$ cat config.mk
export PLATFORM = sky130hd
export DESIGN_NAME = single_port_sram_param
export DESIGN_NICKNAME = d
export VERILOG_FILES = /design/src/rtl/single_port_sram_param.sv
export SDC_FILE = /design/constraint.sdc
export NUM_CORES = 2
export LEC_CHECK = 0
export BUFFER_PORTS_ARGS = -buffer_cell sky130_fd_sc_hd__buf_4
export CORE_ASPECT_RATIO = 1.2
export CORE_MARGIN = 1.5
export CORE_UTILIZATION = 50
export DETAILED_ROUTE_END_ITERATION = 8
export GPL_ROUTABILITY_DRIVEN = 0
export HOLD_SLACK_MARGIN = 0.12
export PLACE_DENSITY = 0.65
export RECOVER_POWER = 100
export SYNTH_ARGS = -nofsm -noshare
export SYNTH_HDL_FRONTEND = slang
export SYNTH_SLANG_ARGS = --single-unit
$ cat constraint.sdc
create_clock -name Clk_In -period 12.7 [get_ports Clk_In]
set_input_delay 2.54 -clock Clk_In [delete_from_list [all_inputs] [get_ports Clk_In]]
set_output_delay 2.54 -clock Clk_In [all_outputs]
set_load 0.005 [all_outputs]
$ cat src/rtl/single_port_sram_param.sv
// Single-port SRAM with byte-enable writes, read-first behaviour, and a zeroing sweep at reset or on clear.
// Optional macro OUTPUT_REG_EN adds a second output register, giving a read latency of 2 cycles.
module single_port_sram_param #(
    parameter int DATA_WIDTH = 16,
    parameter int ADDR_WIDTH = 8
) (
    input  logic                    Clk_In,
    input  logic                    Reset_In,
    input  logic [DATA_WIDTH-1:0]   Data_In,
    input  logic [ADDR_WIDTH-1:0]   Address_In,
    input  logic [DATA_WIDTH/8-1:0] Byte_Enable_In,
    input  logic                    Write_Enable,
    input  logic                    Read_Enable,
    input  logic                    Clear_In,
    output logic [DATA_WIDTH-1:0]   Data_Out,
    output logic                    Data_Valid_Out,
    output logic                    Busy_Out
);

    localparam int DEPTH  = 2 ** ADDR_WIDTH;
    localparam int NBYTES = DATA_WIDTH / 8;

    typedef enum logic [1:0] {INIT, READY, CLEAR} state_t;

    state_t                  state;
    logic [ADDR_WIDTH-1:0]   sweep_cnt;
    logic                    busy;
    logic [DATA_WIDTH-1:0]   rd_data;
    logic                    rd_valid;

    logic [DATA_WIDTH-1:0]   mem [DEPTH];

    logic [NBYTES-1:0]       mem_we;
    logic [ADDR_WIDTH-1:0]   mem_addr;
    logic [DATA_WIDTH-1:0]   mem_wdata;

    // The array port is shared: the sweep owns it outside READY, and Clear_In suppresses user writes.
    always_comb begin
        mem_we    = '0;
        mem_addr  = Address_In;
        mem_wdata = Data_In;
        if (Reset_In) begin
            if (state != READY) begin
                mem_we    = '1;
                mem_addr  = sweep_cnt;
                mem_wdata = '0;
            end else if (Write_Enable && !Clear_In) begin
                mem_we = Byte_Enable_In;
            end
        end
    end

    always_ff @(posedge Clk_In) begin
        for (int i = 0; i < NBYTES; i++) begin
            if (mem_we[i]) begin
                mem[mem_addr][8*i +: 8] <= mem_wdata[8*i +: 8];
            end
        end
    end

    // The read samples the array before the same-edge write commits, which makes it read-first.
    always_ff @(posedge Clk_In or negedge Reset_In) begin
        if (!Reset_In) begin
            state     <= INIT;
            sweep_cnt <= '0;
            busy      <= 1'b1;
            rd_data   <= '0;
            rd_valid  <= 1'b0;
        end else begin
            rd_valid <= 1'b0;
            case (state)
                INIT, CLEAR: begin
                    sweep_cnt <= sweep_cnt + 1'b1;
                    if (&sweep_cnt) begin
                        state <= READY;
                        busy  <= 1'b0;
                    end
                end
                READY: begin
                    if (Clear_In) begin
                        state     <= CLEAR;
                        busy      <= 1'b1;
                        sweep_cnt <= '0;
                    end else if (Read_Enable) begin
                        rd_data  <= mem[Address_In];
                        rd_valid <= 1'b1;
                    end
                end
                default: begin
                    state     <= INIT;
                    busy      <= 1'b1;
                    sweep_cnt <= '0;
                end
            endcase
        end
    end

    assign Busy_Out = busy;

`ifdef OUTPUT_REG_EN
    logic [DATA_WIDTH-1:0] out_data_q;
    logic                  out_valid_q;

    always_ff @(posedge Clk_In or negedge Reset_In) begin
        if (!Reset_In) begin
            out_data_q  <= '0;
            out_valid_q <= 1'b0;
        end else begin
            out_data_q  <= rd_data;
            out_valid_q <= rd_valid;
        end
    end

    assign Data_Out       = out_data_q;
    assign Data_Valid_Out = out_valid_q;
`else
    assign Data_Out       = rd_data;
    assign Data_Valid_Out = rd_valid;
`endif

endmodule

==> flow_summary.yaml <==
detailed_routing:
  drtAntennaViolNets: 0
  wl_per_cell_um: 34.31
  first_pass_iters: 6
  totalWireLength_mm: 435.6
  vias: 81820
  post_drt_via_cell_ratio: 6.445
  drt_iter0_drc: 10640
  drcViolationCount: 0
worst_setup_path:
  reg2reg_depth: 5
  worst-setup-path-type: "in2reg"
  critPathBufInv: 3
  crit_required_ps: 13480
  cp_cell_sequence: "buf_8, clkbuf_1, or3b_1, clkbuf_1, o22ai_1, a2111oi_0, a2111oi_0, nand4_1, nand3_1"
  path_max_fanout: 43
  slowest_delay_ps: 2550
  worstReg2RegStart: "state[0]$_DFFE_PN0P_"
  r2r_end: "mem[160][15]$_DFFE_PP_"
  worst_setup_path_start_kind: "input port"
  critPathArrivalTime_ps: 10550
  crit_end: "Data_Out[0]$_DFFE_PN0P_"
  worstSetupPathDepth: 9
  critPathTopFamily: "buffers and inverters"
  end_kind: "flip-flop"
  crit_path_start: "Address_In[2]"
  r2r_slack_ps: 6060
  cp_slowest_cell: "clkbuf_1"
layout:
  drive_gt1_share_pct: 17.64
  finalInstanceArea_mm2: 0.1775
  synthToLayoutAreaGrowth_pct: 10.31
  final_util_pct: 55.35
  fin_nets: 8134
  stdcell_count: 12700
floorplanning:
  dieWidth_um: 520.8
  fp.coreArea_mm2: 0.3206
  dieHeight_um: 624.4
  ios: 49
  fp.dieArea_mm2: 0.3252
  start_util_pct: 50.18
  row_count: 228
clock_tree:
  clockRootBuffer: "clkbuf_16"
  clk-insertion-delay-late_ps: 930
  numCtsBuffers: 382
  cts-resized-gates: 0
  post-cts-setup-buffers: 0
  holdBufCountCts: 0
  cts_tree: "yes"
  cts.sinks: 4124
  clkTransAtPathRegs_ps: 60
  clockBufferDepth: 4
  htree_levels: 5
yosys:
  postSynthCellCount: 8029
  async_flop_share_pct: 0.6790
  syn_area_per_cell_um2: 20.04
  synth-edff-count: 4096
  syn_nets: 8061
  synth-seq-cells: 4124
  synth_cell_types: 67
  syn_area_mm2: 0.1609
  seq_area_frac_synth_pct: 76.88
  ys.flop_type: "edfxtp_1"
  yosys_warnings: 0
  netlist_top_cells_area: "edfxtp_1 (76%), mux4_2 (9.6%), mux2i_1 (4.3%), nor2_1 (1.3%), o22ai_1 (0.84%)"
  synth_top_area_share_pct: 76.45
  synth_top_area_cell: "edfxtp_1"
global_route:
  grt_pass1_wl_mm: 614.4
  grtUsageTotal_pct: 26.60
  first_global_vias: 82220
  antenna_found_initial: 27
  grt_max_degree: 213
  grt-ovfl-total: 0
timing:
  setup_viol: 0
  fmax_mhz: 102.3
  fin_skew_ps: 52.08
  relSlewSlack_pct: -205.7
  rsz0062_at_grt: "no"
  tns_ps: 0
  tightest_slew_ps: 4586
  drv_slew: 1091
  hold_violations: 0
  worst_hold_slack_ps: 588.4
  post-route-min-period_ps: 9771
  worst_slack_ps: 2929
  fin_crit_sh_pct: 76.94
placement:
  io_buffers: 48
  placedCellCount: 11970
  hpwl_mm: 258.1
  place_area_mm2: 0.1651
  pre_cts_slack_ps: 5322
outcome:
  status: "finished with violations"
  violations: "capacitance limit, slew limit"
pwr:
  peakVddDrop_uv: 149.1
  p_total_mw: 27.85
  powerDensity_mw_per_mm2: 156.9
  leakagePower_nw: 56.31
hold_path:
  min_path_type: "reg2reg"
run:
  drv_cap: 25
==> cell type report <==
type	count	area, µm²
multi-input combinational	3385	34130
clock inverter	217	2295
inverter	6	32.53
clock buffer	473	10170
sequential	4124	123700
antenna	33	82.58
tap	4255	5324
timing repair buffer	203	1744
fill	23870	143200
==> placed cells by master, fill, tap and decap left out, types with 14 or more instances in the layout <==
cell type / n
nor4_1: 31
clkinv_1: 66
o221ai_1: 109
a221oi_1: 25
diode_2: 33
a211oi_1: 79
nor2b_1: 55
buf_12: 19
bufinv_16: 45
nand2_1: 258
clkinvlp_4: 24
o21ai_0: 101
nor2_1: 561
nand3_1: 46
dfrtp_1: 27
clkinv_2: 65
o22ai_1: 215
clkbuf_16: 391
a22oi_1: 53
nand4_1: 18
mux4_1: 18
a21oi_1: 108
nor3_1: 32
mux4_2: 688
a22o_1: 18
nand3b_1: 15
and2_0: 16
a2111oi_0: 74
edfxtp_1: 4096
clkbuf_4: 14
mux2i_1: 696
clkbuf_1: 90
buf_4: 148
==> cell families (layout without fill, tap and decap cells) <==
group	Yosys count	after routing	share of synthesized area, %
DFF	4124	4124	76.88
muxes	1413	1413	14.33
and+or+nand+nor	1106	1106	2.978
AOI/OAI and AO/OA	859	859	3.720
buffers and inverters	520	899	2.046
xor gates and xnor gates	6	6	0.03266
adders and majority gates	1	1	0.007775
other	0	33	0
==> power breakdown <==
| group | leakage [nW] | total (mW) | switching [mW] | internal [mW] |
|---|---|---|---|---|
| sequential | 37.8 | 15.0 | 0.00283 | 15.0 |
| combinational | 12.5 | 1.29 | 0.901 | 0.386 |
| clock | 6.05 | 11.6 | 4.97 | 6.61 |
==> synthesized netlist by cell type, types with 15 or more instances <==
library cell / count
edfxtp_1: 4096
mux2i_1: 696
mux4_2: 688
nor2_1: 565
nand2_1: 266
o22ai_1: 215
clkbuf_1: 204
buf_2: 119
o221ai_1: 109
a21oi_1: 108
o21ai_0: 101
a2111oi_0: 89
buf_6: 80
a211oi_1: 79
nor2b_1: 60
a22oi_1: 53
buf_4: 51
nand3_1: 48
nor3_1: 32
nor4_1: 32
buf_1: 27
dfrtp_1: 27
a221oi_1: 25
buf_8: 25
and2_1: 22
a22o_1: 18
mux4_1: 18
nand4_1: 18
nand3b_1: 15
==> worst min path at each step <==
stage / startpoint / to / slack (ps) / cells after the start
global placement: state[1]$_DFFE_PN0P_ / Busy_Out$_DFFE_PN1P_ / 540 / 2
finish: state[1]$_DFFE_PN0P_ / state[1]$_DFFE_PN0P_ / 590 / 2
detailed placement: state[1]$_DFFE_PN0P_ / Busy_Out$_DFFE_PN1P_ / 550 / 2
floorplan: Busy_Out$_DFFE_PN1P_ / Busy_Out$_DFFE_PN1P_ / 460 / 2
CTS: state[1]$_DFFE_PN0P_ / state[1]$_DFFE_PN0P_ / 580 / 2
global route: state[1]$_DFFE_PN0P_ / state[1]$_DFFE_PN0P_ / 630 / 2
==> tightest hold or removal path, cell delays in order (launching register included) <==
cell     delay, ps
dfrtp_1        400
nand2_1         70
o22ai_1         70
==> registers in the layout (all words and copies together) (netlist names) <==
name	count
Busy_Out	1
Data_Out	16
Data_Valid_Out	1
mem	4096
state	2
sweep_cnt	8
==> layer usage <==
metal	vias up	GRT usage, %	share of wire [%]
met5	-	0	0.014
met4	8	10.63	4.3
met3	842	4.696	8.9
met2	4390	44.37	50
met1	43270	34.79	37
li1	33310	-	-
(Power assumes the default switching activity.)
